<file path="config.mk">
export PLATFORM = sky130hd
export DESIGN_NAME = if_fetch_stage
export DESIGN_NICKNAME = d
export VERILOG_FILES = /design/src/rtl/mips_pipe_pkg.sv /design/src/rtl/ifid_pipe_reg.sv /design/src/rtl/if_fetch_stage.sv
export SDC_FILE = /design/constraint.sdc
export NUM_CORES = 1
export LEC_CHECK = 0
export CORE_MARGIN = 2
export CORE_UTILIZATION = 45
export DETAILED_ROUTE_END_ITERATION = 8
export GPL_TIMING_DRIVEN = 0
export MAX_ROUTING_LAYER = met4
export PLACE_DENSITY = 0.78
export REMOVE_ABC_BUFFERS = 1
export SLEW_MARGIN = 25
export SYNTH_ARGS = -nofsm -noshare
export SYNTH_HDL_FRONTEND = slang
export SYNTH_SLANG_ARGS = --single-unit
</file>
<file path="constraint.sdc">
create_clock -name clk -period 2.6 [get_ports clk]
set_clock_uncertainty 0.05 [all_clocks]
set_input_delay 0.65 -clock clk [delete_from_list [all_inputs] [get_ports clk]]
set_output_delay 0.65 -clock clk [all_outputs]
set_load 0.02 [all_outputs]
</file>
<file path="src/rtl/mips_pipe_pkg.sv">
// -----------------------------------------------------------------------------
// mips_pipe_pkg
// Shared constants and types for the pipelined MIPS datapath.
//   XLEN        : datapath width in bits
//   INSTR_BYTES : byte stride between sequential instructions
//   NOP_WORD    : bubble instruction placed in a flushed or reset pipeline slot
//   RESET_PC    : program counter value loaded on reset
//   ifid_t      : contents of the IF/ID pipeline register
//   word_align  : clears the byte-offset bits of an address
// -----------------------------------------------------------------------------
package mips_pipe_pkg;

  localparam int XLEN = 32;

  // Typed as a full-width vector so it adds directly to the PC without a cast.
  localparam logic [XLEN-1:0] INSTR_BYTES = 32'd4;

  localparam logic [XLEN-1:0] NOP_WORD = 32'h0000_0000;
  localparam logic [XLEN-1:0] RESET_PC = 32'h0000_0000;

  typedef struct packed {
    logic [XLEN-1:0] instr;  // fetched instruction word
    logic [XLEN-1:0] pc4;    // address of the fetched instruction plus 4
    logic            valid;  // slot holds a real fetched instruction
  } ifid_t;

  // Instructions are word aligned, so the low two address bits are forced to
  // zero wherever an externally supplied address enters the PC.
  function automatic logic [XLEN-1:0] word_align(input logic [XLEN-1:0] addr);
    return {addr[XLEN-1:2], 2'b00};
  endfunction

endpackage

</file>
<file path="src/rtl/ifid_pipe_reg.sv">
// -----------------------------------------------------------------------------
// ifid_pipe_reg
// IF/ID pipeline register with synchronous reset, flush and hold.
// Priority on each rising edge: rst > flush > hold > load.
//   clk   : pipeline clock
//   rst   : synchronous active-high reset, loads the bubble
//   hold  : keep the current contents
//   flush : load the bubble (overrides hold)
//   d     : next-state contents when loading
//   q     : current register contents
// -----------------------------------------------------------------------------
module ifid_pipe_reg #(
  parameter logic [31:0] NOP_WORD = mips_pipe_pkg::NOP_WORD
) (
  input  logic                  clk,
  input  logic                  rst,
  input  logic                  hold,
  input  logic                  flush,
  input  mips_pipe_pkg::ifid_t  d,
  output mips_pipe_pkg::ifid_t  q
);
  import mips_pipe_pkg::*;

  // Bubble: no-op instruction, zero link address, marked not valid so that
  // downstream stages ignore it.
  localparam ifid_t BUBBLE = '{instr: NOP_WORD, pc4: '0, valid: 1'b0};

  ifid_t q_r;

  always_ff @(posedge clk) begin
    if (rst) begin
      q_r <= BUBBLE;
    end else if (flush) begin
      q_r <= BUBBLE;
    end else if (!hold) begin
      q_r <= d;
    end
  end

  assign q = q_r;

endmodule

</file>
<file path="src/rtl/if_fetch_stage.sv">
// -----------------------------------------------------------------------------
// if_fetch_stage
// Instruction-fetch stage. Owns the PC, addresses instruction memory and fills
// the IF/ID pipeline register feeding the decode stage.
//   clk          : pipeline clock, all state updates on the rising edge
//   rst          : synchronous active-high reset
//   stall        : hold PC, IF/ID and fetch counter this cycle
//   redirect     : taken branch/jump from ID; load redirect_pc, flush IF/ID
//   redirect_pc  : absolute target address from ID
//   imem_addr    : byte address to instruction memory (combinational pc copy)
//   imem_instr   : instruction word returned combinationally for imem_addr
//   pc           : current PC register
//   ifid_instr   : IF/ID instruction
//   ifid_pc4     : IF/ID PC+4, used by ID for branch target and link
//   ifid_valid   : IF/ID slot holds a real fetched instruction
//   fetch_count  : number of valid instructions written into IF/ID (mod 2^32)
// -----------------------------------------------------------------------------
module if_fetch_stage #(
  parameter logic [31:0] RESET_PC = mips_pipe_pkg::RESET_PC,
  parameter logic [31:0] NOP_WORD = mips_pipe_pkg::NOP_WORD
) (
  input  logic        clk,
  input  logic        rst,
  input  logic        stall,
  input  logic        redirect,
  input  logic [31:0] redirect_pc,
  output logic [31:0] imem_addr,
  input  logic [31:0] imem_instr,
  output logic [31:0] pc,
  output logic [31:0] ifid_instr,
  output logic [31:0] ifid_pc4,
  output logic        ifid_valid,
  output logic [31:0] fetch_count
);
  import mips_pipe_pkg::*;

  // Control semantics: there is no valid/ready handshake here. Each rising
  // edge takes exactly one action, chosen by priority
  //   rst > redirect > stall > normal fetch.
  // A redirect discards whatever imem_instr currently returns (it belongs to
  // the wrong path) and replaces it with a bubble, even if stall is also high.
  // A stall freezes the PC and IF/ID so the same address is re-presented and
  // the held instruction stays visible to decode.

  logic [31:0] pc_q;
  logic [31:0] pc_plus4;
  logic [31:0] pc_next;
  logic [31:0] fetch_count_q;
  logic        fetch_en;
  ifid_t       ifid_d;
  ifid_t       ifid_q;

  // Sequential next address; wraps modulo 2^32 with no flag.
  assign pc_plus4 = pc_q + INSTR_BYTES;

  // A real instruction enters IF/ID only when neither control is active.
  assign fetch_en = !redirect && !stall;

  always_comb begin
    pc_next = pc_plus4;
    if (redirect) begin
      pc_next = word_align(redirect_pc);
    end else if (stall) begin
      pc_next = pc_q;
    end
  end

  // RESET_PC is aligned as well so the PC never holds a misaligned address.
  always_ff @(posedge clk) begin
    if (rst) begin
      pc_q <= word_align(RESET_PC);
    end else begin
      pc_q <= pc_next;
    end
  end

  always_ff @(posedge clk) begin
    if (rst) begin
      fetch_count_q <= '0;
    end else if (fetch_en) begin
      fetch_count_q <= fetch_count_q + 32'd1;
    end
  end

  // The fetched word is tagged with the link address of its own PC.
  assign ifid_d = '{instr: imem_instr, pc4: pc_plus4, valid: 1'b1};

  ifid_pipe_reg #(
    .NOP_WORD (NOP_WORD)
  ) u_ifid (
    .clk   (clk),
    .rst   (rst),
    .hold  (stall),
    .flush (redirect),
    .d     (ifid_d),
    .q     (ifid_q)
  );

  assign imem_addr   = pc_q;
  assign pc          = pc_q;
  assign ifid_instr  = ifid_q.instr;
  assign ifid_pc4    = ifid_q.pc4;
  assign ifid_valid  = ifid_q.valid;
  assign fetch_count = fetch_count_q;

endmodule

</file>
==> impl_metrics.yaml <==
drt:
  postRouteAntennaNets: 0
  vias_per_cell: 5.76
  drt-total-wl_microns: 18500
  vias: 6241
  post_drt_wl_per_cell_microns: 17.1
  drtIter0Drc: 468
  dr.pass1.iters: 5
  drc_errors: 0
yosys:
  synth_compound_area_share_pct: 16.1
  syn_area_sq_mm: 0.00630
  yosysUniqueCellTypes: 56
  yosysTopAreaCell: "dfxtp_1"
  synth-adder-area-share_pct: 0.397
  async_flop_share_pct: 0
  synth-edff-count: 0
  synth_top_area_share_pct: 39.7
  synth_area_leaders: "dfxtp_1 (40%), mux2i_1 (5.1%), buf_4 (4.8%)"
  yosys.area_share.simple_pct: 25.0
  synth-xor-area-share_pct: 4.03
  syn_inst: 736
  seq_area_frac_synth_pct: 39.7
  synth_top_family_by_area: "simple AND/OR/NAND/NOR gates"
  synth.area.mux_share_pct: 5.62
  avgSynthCellArea_sq_um: 8.56
  synth_flop_cell: "dfxtp_1"
  yosys_register_bits: 125
  yosysWarnings: 0
power_and_ir_drop:
  peakVddDrop_uv: 392
  seqPwrFrac_pct: 41.3
  power_switching_mw: 1.32
  p_int_mw: 3.75
  p_per_area_mw_per_mm2: 573
  p_comb_share_pct: 13.6
  p_sw_share_pct: 26.1
  p_clk_share_pct: 45.1
  p_leak_nw: 3.05
die:
  chipWidth_microns: 122
  fp.coreArea_sq_mm: 0.0138
  start_util_pct: 45.7
  row_count: 43
  ios: 229
  die-area_sq_mm: 0.0150
  die_h_microns: 122
global_routing:
  busiest_layer: "met2"
  grt.total_usage_pct: 25.2
  grt_antenna_before_repair: 0
  grt_use_met2_pct: 38.3
  grt_pass1_vias: 5632
  use_met3_pct: 5.90
  use_met1_pct: 32.7
  grt_pass1_wl_microns: 28900
  grt_max_degree: 60
  overflow: 0
critical_path:
  end_kind: "flop"
  path_depth: 6
  cp_data_arrival_time_ns: 2.72
  required_ns: 2.87
  r2r_start: "imem_addr[2]$_SDFFE_PP0P_"
  path_max_fanout: 10
  cp_num_buf_inv: 1
  r2r_setup_slack_ns: 0.14
  worst_setup_path_start_kind: "flop"
  reg2reg_to: "imem_addr[22]$_SDFFE_PP0P_"
  cp_top_family: "simple AND/OR/NAND/NOR gates"
  critPathSlowestCell: "dfxtp_1"
  path_cells: "ha_1 -> and4_1 -> nand4_1 -> buf_4 -> or4_1 -> a311oi_1"
  reg2reg_depth: 6
  critPathKind: "flop to flop"
  critical-path-max-stage-delay_ns: 0.48
min_path:
  holdPathStages: 1
  holdCritStartpoint: "u_ifid.q[0]$_SDFFE_PP0N_"
  hold_path_class: "flop to flop"
  holdPathEnd: "u_ifid.q[0]$_SDFFE_PP0N_"
timing:
  max-slew-margin-rel_pct: 43.4
  setup_viol: 0
  finalCriticalPeriod_ns: 2.46
  fin_crit_sh_pct: 94.4
  rsz0062_at_grt: "false"
  holdWs_ns: 0.405
  fmax_mhz: 407
  tightest_slew_ns: 0.848
  slew_violations: 0
  hold_viol_final: 0
place:
  place_hpwl_microns: 12300
  gp_congestion: 0.842
  postPlaceCellArea_sq_mm: 0.00827
  port_buffers: 220
cells_and_area:
  layout_common_cells: "clkdlybuf4s50_1 (217), dfxtp_1 (125), nor2_1 (71)"
  regArea_sq_mm: 0.00250
  final_area_sq_mm: 0.00886
  multiInputGateArea_sq_mm: 0.00325
  fin_util_pct: 64.3
  drive_gt1_share_pct: 5.75
  n_antenna_cell: 0
  n_fill_cell: 1200
  syn2layout_area_growth_pct: 40.6
  layout.nets: 962
  mostFrequentLayoutCell: "clkdlybuf4s50_1"
job:
  cap_violations: 0
outcome:
  status: "completed"
clocking:
  root_buffer: "clkbuf_16"
  cts_max_level: 4
  clk_pin_slew_ns: 0.06
  insertion_delay_ns: 0.41
  clock_sinks: 125
  clock_path_buffers: 2
  numCtsBuffers: 17
  tritoncts: "yes"
## routing by layer
layer	share of wire, %	wire, microns	vias to the layer above
met3	7.9	1460	28
met4	1.9	360	0
met5	0	0	-
li1	-	-	2997
met2	46	8510	285
met1	44	8210	2931
## cells in the mapped netlist, types with 9 or more instances
library cell	instances
dfxtp_1	125
nor2_1	72
o21ai_0	49
buf_4	40
clkbuf_1	35
nand2_1	33
a21oi_1	32
mux2i_1	32
nand4_1	26
nand3_1	25
or4_1	25
o31ai_1	22
or3_1	19
xor2_1	16
a311oi_1	15
and4_1	15
buf_2	13
xnor2_1	13
a31oi_1	12
inv_1	12
nor3_1	12
and3_1	11
nor4_1	10
a211oi_1	9
nor2b_1	9
## worst reg2reg max path, stage by stage (launching register included)
cell	delay, ns
dfxtp_1	0.48
ha_1	0.32
and4_1	0.43
nand4_1	0.14
buf_4	0.21
or4_1	0.47
a311oi_1	0.28
## cells by family (layout without fill, tap and decap cells)
kind of cell	after synthesis	after routing
DFF	125	125
buffers and inverters	107	268
adders and majority gates	2	2
other	1	6
muxes	35	35
xor gates and xnor gates	29	29
and+or+nand+nor	279	281
AOI/OAI and AO/OA	158	158
## through the flow
| stage | setup TNS (ns) | std cells | setup slack (ns) | power (mW) |
|---|---|---|---|---|
| 2_1_floorplan | 0 | 647 | 0.0490 | 2.40 |
| 3_3_place_gp | -280.05 | 1047 | -3.78 | 2.81 |
| 3_5_place_dp | -3.80 | 1050 | -0.344 | 2.82 |
| 4_1_cts | 0 | 1083 | 0.0923 | 5.10 |
| 5_1_grt | 0 | 1084 | 0.00916 | 5.27 |
| 6_report | 0 | 1084 | 0.145 | 5.07 |
## worst max path at each step
stage	from	end	slack, ns
final	imem_addr[2]$_SDFFE_PP0P_	imem_addr[22]$_SDFFE_PP0P_	0.14
after global routing	imem_addr[7]$_SDFFE_PP0P_	u_ifid.q[18]$_SDFFE_PP0N_	0.009
after CTS	fetch_count[5]$_SDFFE_PP0P_	fetch_count[29]$_SDFFE_PP0P_	0.09
after detailed placement	imem_addr[2]$_SDFFE_PP0P_	imem_addr[22]$_SDFFE_PP0P_	-0.34
after global placement	stall	imem_addr[24]$_SDFFE_PP0P_	-3.78
after floorplan	imem_addr[2]$_SDFFE_PP0P_	imem_addr[22]$_SDFFE_PP0P_	0.05
## power groups by stage
stage / clock [mW] / sequential [mW] / combinational [mW]
3_5_place_dp: 0 / 2.13 / 0.691
5_1_grt: 2.42 / 2.11 / 0.739
2_1_floorplan: 0 / 2.23 / 0.175
4_1_cts: 2.32 / 2.09 / 0.695
3_3_place_gp: 0 / 2.13 / 0.687
6_report: 2.29 / 2.09 / 0.691
## flip-flops by register name (all words and copies together) (netlist names)
name / cells
fetch_count: 32
u_ifid.q: 63
imem_addr: 30
## what timing repair did
action,in CTS,in global routing
pin swaps,1,2
buffers inserted,1,0
resized for setup,0,0
hold buffers,0,0
setup endpoints to repair,10,13
cloned,1,1
## cell type report
type                       count  area share [%]
clock buffer                  19            5.00
clock inverter                12            1.38
inverter                      13           0.565
multi-input combinational    511            36.7
sequential                   125            28.3
tap                          180            2.54
timing repair buffer         224            25.5
Power figures use the tool's default switching activity.
